==> src/rtl/axi_frame_sched.sv <==
// Double-buffered frame scheduler: issues 16-beat AXI write/read bursts into two frame banks that swap on vsync.
// Define DF_SCHED_STAT_EN to count playback frames that were swapped out before being fully read.
module axi_frame_sched #(
    parameter int unsigned H_WIDTH   = 1920,
    parameter int unsigned V_HEIGHT  = 1080,
    parameter logic [31:0] BASE_ADDR = 32'h1000_0000,
    parameter int unsigned MAX_OUT   = 4
) (
    input  logic        clk_i,
    input  logic        rst_ni,
    input  logic        vs_i,
    input  logic        wr_req_i,
    input  logic        rd_req_i,
    output logic        wr_grant_o,
    output logic        rd_grant_o,
    output logic        m_axi_awvalid,
    input  logic        m_axi_awready,
    output logic [31:0] m_axi_awaddr,
    output logic [3:0]  m_axi_awlen,
    output logic        m_axi_arvalid,
    input  logic        m_axi_arready,
    output logic [31:0] m_axi_araddr,
    output logic [3:0]  m_axi_arlen,
    input  logic        m_axi_bvalid,
    output logic        m_axi_bready,
    input  logic        m_axi_rvalid,
    input  logic        m_axi_rlast,
    input  logic        m_axi_rready,
    output logic [15:0] frame_drop_o,
    output logic [1:0]  state_o
);

    localparam int unsigned FRAME_BURSTS = H_WIDTH * V_HEIGHT / 16;
    localparam logic [31:0] FRAME_BYTES  = 32'(H_WIDTH * V_HEIGHT * 4);
    localparam int unsigned CNT_W        = $clog2(FRAME_BURSTS + 1);
    localparam logic [CNT_W-1:0] CNT_MAX = CNT_W'(FRAME_BURSTS);
    localparam logic [3:0] OUT_MAX       = 4'(MAX_OUT);

    typedef enum logic [1:0] {
        ST_IDLE = 2'd0,
        ST_AW   = 2'd1,
        ST_AR   = 2'd2
    } state_t;

    state_t           state_q, state_d;
    logic             wr_bank_q, wr_bank_d;
    logic [CNT_W-1:0] wr_cnt_q, wr_cnt_d;
    logic [CNT_W-1:0] rd_cnt_q, rd_cnt_d;
    logic [3:0]       wr_out_q, wr_out_d;
    logic [3:0]       rd_out_q, rd_out_d;
    logic             vs_q, vs_d;
    logic             swap_pend_q, swap_pend_d;
    logic             last_wr_q, last_wr_d;

    logic aw_hs, ar_hs, b_done, r_done, wr_elig, rd_elig, swap_apply;
    logic [31:0] wr_base, rd_base;

    // valid/ready: valid rises only in AW/AR and holds with a stable address until ready;
    // a transfer happens in any cycle where both are high, including the cycle valid rises.
    assign aw_hs      = (state_q == ST_AW) && m_axi_awready;
    assign ar_hs      = (state_q == ST_AR) && m_axi_arready;
    assign b_done     = m_axi_bvalid && (wr_out_q != 4'd0);
    assign r_done     = m_axi_rvalid && m_axi_rready && m_axi_rlast && (rd_out_q != 4'd0);
    assign wr_elig    = wr_req_i && (wr_cnt_q < CNT_MAX) && (wr_out_q < OUT_MAX);
    assign rd_elig    = rd_req_i && (rd_cnt_q < CNT_MAX) && (rd_out_q < OUT_MAX);
    assign swap_apply = (state_q == ST_IDLE) && swap_pend_q;

    always_comb begin
        state_d     = state_q;
        wr_bank_d   = wr_bank_q;
        wr_cnt_d    = wr_cnt_q;
        rd_cnt_d    = rd_cnt_q;
        last_wr_d   = last_wr_q;
        vs_d        = vs_i;
        swap_pend_d = swap_pend_q | (vs_i & ~vs_q);
        case (state_q)
            ST_IDLE: begin
                if (swap_pend_q) begin
                    wr_bank_d   = ~wr_bank_q;
                    wr_cnt_d    = '0;
                    rd_cnt_d    = '0;
                    swap_pend_d = 1'b0;
                end else if (wr_elig && (!rd_elig || !last_wr_q)) begin
                    state_d   = ST_AW;
                    last_wr_d = 1'b1;
                end else if (rd_elig) begin
                    state_d   = ST_AR;
                    last_wr_d = 1'b0;
                end
            end
            ST_AW: begin
                if (aw_hs) begin
                    state_d = ST_IDLE;
                    if (wr_cnt_q < CNT_MAX) wr_cnt_d = wr_cnt_q + CNT_W'(1);
                end
            end
            ST_AR: begin
                if (ar_hs) begin
                    state_d = ST_IDLE;
                    if (rd_cnt_q < CNT_MAX) rd_cnt_d = rd_cnt_q + CNT_W'(1);
                end
            end
            default: state_d = ST_IDLE;
        endcase
    end

    // Issue and completion in the same cycle cancel out.
    always_comb begin
        wr_out_d = wr_out_q;
        rd_out_d = rd_out_q;
        if (aw_hs && !b_done) wr_out_d = wr_out_q + 4'd1;
        else if (!aw_hs && b_done) wr_out_d = wr_out_q - 4'd1;
        if (ar_hs && !r_done) rd_out_d = rd_out_q + 4'd1;
        else if (!ar_hs && r_done) rd_out_d = rd_out_q - 4'd1;
    end

    always_ff @(posedge clk_i or negedge rst_ni) begin
        if (!rst_ni) begin
            state_q     <= ST_IDLE;
            wr_bank_q   <= 1'b1;
            wr_cnt_q    <= '0;
            rd_cnt_q    <= '0;
            wr_out_q    <= 4'd0;
            rd_out_q    <= 4'd0;
            vs_q        <= 1'b0;
            swap_pend_q <= 1'b0;
            last_wr_q   <= 1'b0;
        end else begin
            state_q     <= state_d;
            wr_bank_q   <= wr_bank_d;
            wr_cnt_q    <= wr_cnt_d;
            rd_cnt_q    <= rd_cnt_d;
            wr_out_q    <= wr_out_d;
            rd_out_q    <= rd_out_d;
            vs_q        <= vs_d;
            swap_pend_q <= swap_pend_d;
            last_wr_q   <= last_wr_d;
        end
    end

`ifdef DF_SCHED_STAT_EN
    logic [15:0] drop_q, drop_d;

    always_comb begin
        drop_d = drop_q;
        if (swap_apply && (rd_cnt_q < CNT_MAX) && (drop_q != 16'hFFFF)) drop_d = drop_q + 16'd1;
    end

    always_ff @(posedge clk_i or negedge rst_ni) begin
        if (!rst_ni) drop_q <= 16'd0;
        else         drop_q <= drop_d;
    end

    assign frame_drop_o = drop_q;
`else
    assign frame_drop_o = 16'd0;
`endif

    // Bank 1 holds the write frame out of reset; the read bank is always the other one.
    assign wr_base = wr_bank_q ? (BASE_ADDR + FRAME_BYTES) : BASE_ADDR;
    assign rd_base = wr_bank_q ? BASE_ADDR : (BASE_ADDR + FRAME_BYTES);

    assign m_axi_awvalid = (state_q == ST_AW);
    assign m_axi_arvalid = (state_q == ST_AR);
    assign m_axi_awaddr  = wr_base + (32'(wr_cnt_q) << 6);
    assign m_axi_araddr  = rd_base + (32'(rd_cnt_q) << 6);
    assign m_axi_awlen   = 4'hF;
    assign m_axi_arlen   = 4'hF;
    assign m_axi_bready  = 1'b1;
    assign wr_grant_o    = aw_hs;
    assign rd_grant_o    = ar_hs;
    assign state_o       = state_q;

    // swap_apply only feeds the drop counter; keep it referenced in the default build.
    logic unused_ok;
    assign unused_ok = swap_apply;

endmodule

==> config.mk <==
export PLATFORM = sky130hd
export DESIGN_NAME = axi_frame_sched
export DESIGN_NICKNAME = d
export VERILOG_FILES = /design/src/rtl/axi_frame_sched.sv
export SDC_FILE = /design/constraint.sdc
export NUM_CORES = 1
export LEC_CHECK = 0
export BUFFER_PORTS_ARGS = -buffer_cell sky130_fd_sc_hd__buf_2
export CAP_MARGIN = 20
export CORE_ASPECT_RATIO = 0.9
export CORE_UTILIZATION = 45
export CTS_BUF_LIST = sky130_fd_sc_hd__clkbuf_4 sky130_fd_sc_hd__clkbuf_8
export DETAILED_ROUTE_END_ITERATION = 10
export PLACE_DENSITY = 0.7
export SLEW_MARGIN = 15
export SYNTH_ARGS = -nofsm -noshare
export SYNTH_HDL_FRONTEND = slang
export SYNTH_SLANG_ARGS = --single-unit
==> constraint.sdc <==
create_clock -name clk_i -period 3.1 [get_ports clk_i]
set_input_delay 0.155 -clock clk_i [delete_from_list [all_inputs] [get_ports clk_i]]
set_output_delay 0.155 -clock clk_i [all_outputs]
set_load 0.05 [all_outputs]
==> results summary <==
At the worst endpoint, the required time is 2.94 ns. The relative slew slack is 54.4%. The I/O pin total came out at 106. In this run the worst setup path begins at wr_bank_q. The count of final setup violators is 0. The fraction of registers with async set or reset after synthesis is 100%. The met1 usage in global routing came out at 23.8%.

The period utilization is 91.7%. The number of buffer cells added on primary ports came out at 52. The congestion estimate from routability-driven global placement came to 0.801. The endpoint with the worst hold slack is state_o[1].

The share of power burned in combinational logic came out at 55.7%. Once detail routing completed, the nets flagged for antenna violations numbered 0. In this run the core area contains 31 standard-cell rows. The post-synthesis cell type count came out at 45. The met2 track demand over resource is 27.6%. The clock tree from TritonCTS is done. In this run the static leakage power is 1.92 nW. The maximum buffer depth of the clock tree came out at 2.

The sequential cell fraction of total power is 30.2%. The overall overflow remaining after global route is 0. The critical path's largest stage delay is 0.63 ns.

On the critical path, the stage with the largest delay is an instance of dfstp_2. The pin count of the biggest net entering global routing came out at 30. For this run, the leading register cell type out of synthesis is dfrtp_1.

The path type of the worst setup path is reg2out. Setup slack on the worst reg-to-reg path comes out at 0.56 ns. The number of global-route vias before repair came out at 2626. The tightest min-delay check is of the in2reg type. The sum of negative setup slack is 0 ns. Setup repair after global routing left no endpoint under its margin. In this run, CTS created clock tree buffers numbering 5. At the later pin of the worst-skew pair, clock insertion delay measures 0.30 ns.

In this run, the clock network consumes 14.1% of the power. The fraction of final layout cells sized beyond drive strength 1 came out at 16.8%. The startpoint identified for the worst hold timing path is m_axi_arready.

The synthesized netlist devotes 19.0% of its cell area to simple gates. The signal on the critical path passes through inv_1 -> ha_1 -> ha_1 -> a31oi_2 -> o21ai_0 -> a31oi_1 -> o21bai_1 -> xor2_1 -> buf_2. The TritonCTS sink count came out at 48. In the routed design, unresolved DRC markers number 0. After synthesis, the share of cell area in mux cells is 1.13%. In the synthesized netlist, the number of instances is 424.

The run finished with clean final reports. The routed wire length per instance is 12.8 um. The antenna diode count came out at 0.

The area enclosed by the die boundary came out at 8770 um2. Once the floorplan was initialized, standard cells occupied 46.6% of the core. In this run the vertical extent of the chip is 89.0 um. The worst setup path is captured at an output pin.

Counting instances, the worst hold path has a depth of 2. The tool flagged a number of max-cap violations equal to 0. The fraction of the mapped netlist area in compound gates is 12.7%. The transition time at the pin with the least slew margin is 0.684 ns. The share of synthesized area occupied by flip-flops and latches is 31.8%. The met3 routing resource usage after global routing came out at 4.07%. The xor and xnor area share after synthesis came out at 9.96%. The switching part of the total is 52.2%. Derived from the worst setup path, the maximum achievable clock frequency is 352 MHz. The peak supply drop came out at 0.378 mV. The synthesized design contains 48 register bits. Cell internal power was estimated by the tool at 0.00136 W. The number of endpoints with negative hold slack in the final report is 0. After synthesis, the mean cell area works out to 8.92 um2.

The count of final max-slew check failures came to 0. The initial antenna violation count came out at 0. By instance count, the cell type seen most on the critical path is ha_1.

The post-place setup slack is 0.488 ns. The data arrival time of the worst path came out at 2.69 ns. The combinational family with the most area after synthesis is simple AND/OR/NAND/NOR gates.

The first-pass GRT wire length is 12.1 mm. The mapped netlist covers 3780 um2. The die is 98.6 um wide. The number of buffers inserted to repair setup after CTS came out at 0.

The category of the worst setup path launch point is a flip-flop. The root buffer selected by CTS is clkbuf_8. In this run the worst path has a maximum fanout of 9. CTS built an H-tree with a depth of 2. After layout, the minimum clock period comes to 2.84 ns. The length in cells of the worst reg-to-reg path came out at 11. The wire-length estimate of the detail-placed layout is 5.56 mm. The setup slack after layout came out at 0.256 ns. The iteration-0 DRC count of the detailed router came out at 149.

The area added between synthesis and finish is 5.10%. The first detailed-routing pass ran for 4 iterations. The number of synthesized flops with an enable pin came out at 0. Summed over all nets, the switching power comes to 0.00149 W. Dividing total power by cell area gives a power density of 717 nW/um2. The endpoint of the most critical register-to-register path is rd_out_q[3]. The final layout net count is 502. The ratio of routed vias to standard cells is 5.11.

The clock transition at the register clock pins on the worst setup and hold paths after CTS came out at 0.09 ns. The vias after detailed routing came out at 2875. Wires add up to 7.20 mm. The setup clock skew after layout came out at 0.00920 ns. The post-synthesis share of cell area spent on full adders, half adders and majority gates is 9.66%. The overall routing resource usage is 17.1%. In this run the critical register-to-register path is launched from state_o[1].

The Yosys step of the flow raised 0 warnings. The layer flagged by global routing as most heavily used is met2. The core outline area came out at 8110 um2.
==> area by class of cell <==
type,count,area (um2)
clock buffer,7,90.1
clock inverter,1,7.51
fill,801,4130
inverter,12,48.8
multi-input combinational,339,2200
sequential,48,1200
tap,99,124
timing repair buffer,57,303
==> cells by family (layout without fill, tap and decap cells) <==
| logic type | Yosys count | count (layout) |
|---|---|---|
| buffers and inverters | 88 | 77 |
| DFF | 48 | 48 |
| other | 2 | 53 |
| xor gates and xnor gates | 43 | 43 |
| adders and majority gates | 28 | 28 |
| AOI/OAI and AO/OA | 76 | 76 |
| and+or+nand+nor | 135 | 135 |
| muxes | 4 | 4 |
==> power groups by stage <==
| stage | Combinational (W) | Sequential [W] | Clock (W) |
|---|---|---|---|
| 2_1_floorplan | 0.00137 | 0.000853 | 0 |
| 3_3_place_gp | 0.00157 | 0.000866 | 0 |
| 3_5_place_dp | 0.00159 | 0.000876 | 0 |
| 4_1_cts | 0.00160 | 0.000864 | 0.000416 |
| 5_1_grt | 0.00172 | 0.000886 | 0.000445 |
| 6_report | 0.00159 | 0.000861 | 0.000403 |
==> cell usage in the layout (no fill, tap or decap), types with 3 or more instances in the layout <==
master    netlist  layout
a21o_1          6       6
a21oi_1        18      18
a31oi_1         8       7
and2_1          5       3
and3_1          7       7
and4_1          5       5
buf_2           6      52
buf_4          65       3
clkbuf_8        0       6
conb_1          2      53
dfrtp_1        47      46
ha_1           26      26
inv_1          12      11
nand2_1        25      25
nand2b_1        3       3
nand3_1        26      26
nand4_1         7       7
nor2_1         29      29
nor3_1          8       8
o211ai_1        6       6
o21ai_0        26      26
or3_1           9       9
xnor2_1        17      17
xor2_1         26      26
==> routing by layer <==
metal / wire (um) / part of all wire [%]
met1: 3490 / 48
met2: 3240 / 45
met3: 415 / 5.8
met4: 55 / 0.76
met5: 0 / 0
==> worst max-delay path, delay by kind of cell (launching register included) <==
kind	cells	cell delay, ns
DFF	1	0.63
AOI/OAI and AO/OA	4	0.67
xor gates and xnor gates	1	0.13
buffers and inverters	2	0.47
adders and majority gates	2	0.50
==> cells in the mapped netlist (all sizes together), types with 3 or more instances <==
cell    count  share of area (%)
a21o        6                1.2
a21oi      18                2.4
a31oi       8                1.3
and2        5               0.83
and3        7                1.2
and4        5                1.2
buf        72                 14
clkbuf      4               0.40
dfrtp      47                 31
ha         26                8.6
inv        12                1.2
nand2      26                2.6
nand2b      3               0.50
nand3      26                3.4
nand4       9                2.3
nor2       30                3.0
nor2b       3               0.50
nor3        8                1.1
o211ai      6                1.2
o21ai      26                3.4
or3         9                1.5
xnor2      17                3.9
xor2       26                6.0
==> stage by stage <==
| stage | util (%) | instances | hold slack [ns] | instance area [um2] | power, W |
|---|---|---|---|---|---|
| 6_report | 49.0 | 563 | 0.0871 | 3970 | 0.00285 |
| 5_1_grt | 49.0 | 563 | 0.0699 | 3970 | 0.00305 |
| 4_1_cts | 48.9 | 563 | 0.0644 | 3970 | 0.00288 |
| 3_5_place_dp | 47.5 | 553 | 0.238 | 3850 | 0.00246 |
| 3_3_place_gp | 47.5 | 553 | 0.224 | 3850 | 0.00244 |
| 2_1_floorplan | - | 475 | -0.141 | 3990 | 0.00223 |
==> how the worst max path moves through the flow <==
stage                             endpoint  slack [ns]  depth (start not counted)
after global routing      m_axi_araddr[22]        0.08                          9
after detailed placement  m_axi_araddr[22]        0.49                          9
after floorplan                rd_out_q[3]        0.08                         12
after global placement    m_axi_araddr[22]        0.61                          9
after CTS                 m_axi_araddr[22]        0.16                          9
final                     m_axi_araddr[22]        0.26                          9
==> what timing repair did <==
item,CTS,global route
hold buffers,2,0
hold endpoints to repair,28,0
endpoints found under the setup margin,0,1
gates resized for setup,0,1
==> flip-flops by register name, summed over array words and instances (netlist names) <==
| name | cells |
|---|---|
| state_o | 2 |
| last_wr_q | 1 |
| swap_pend_q | 1 |
| rd_cnt_q | 17 |
| rd_out_q | 4 |
| wr_out_q | 4 |
| wr_cnt_q | 17 |
| wr_bank_q | 1 |
| vs_q | 1 |
No activity file was read; power rests on OpenSTA's default activity.
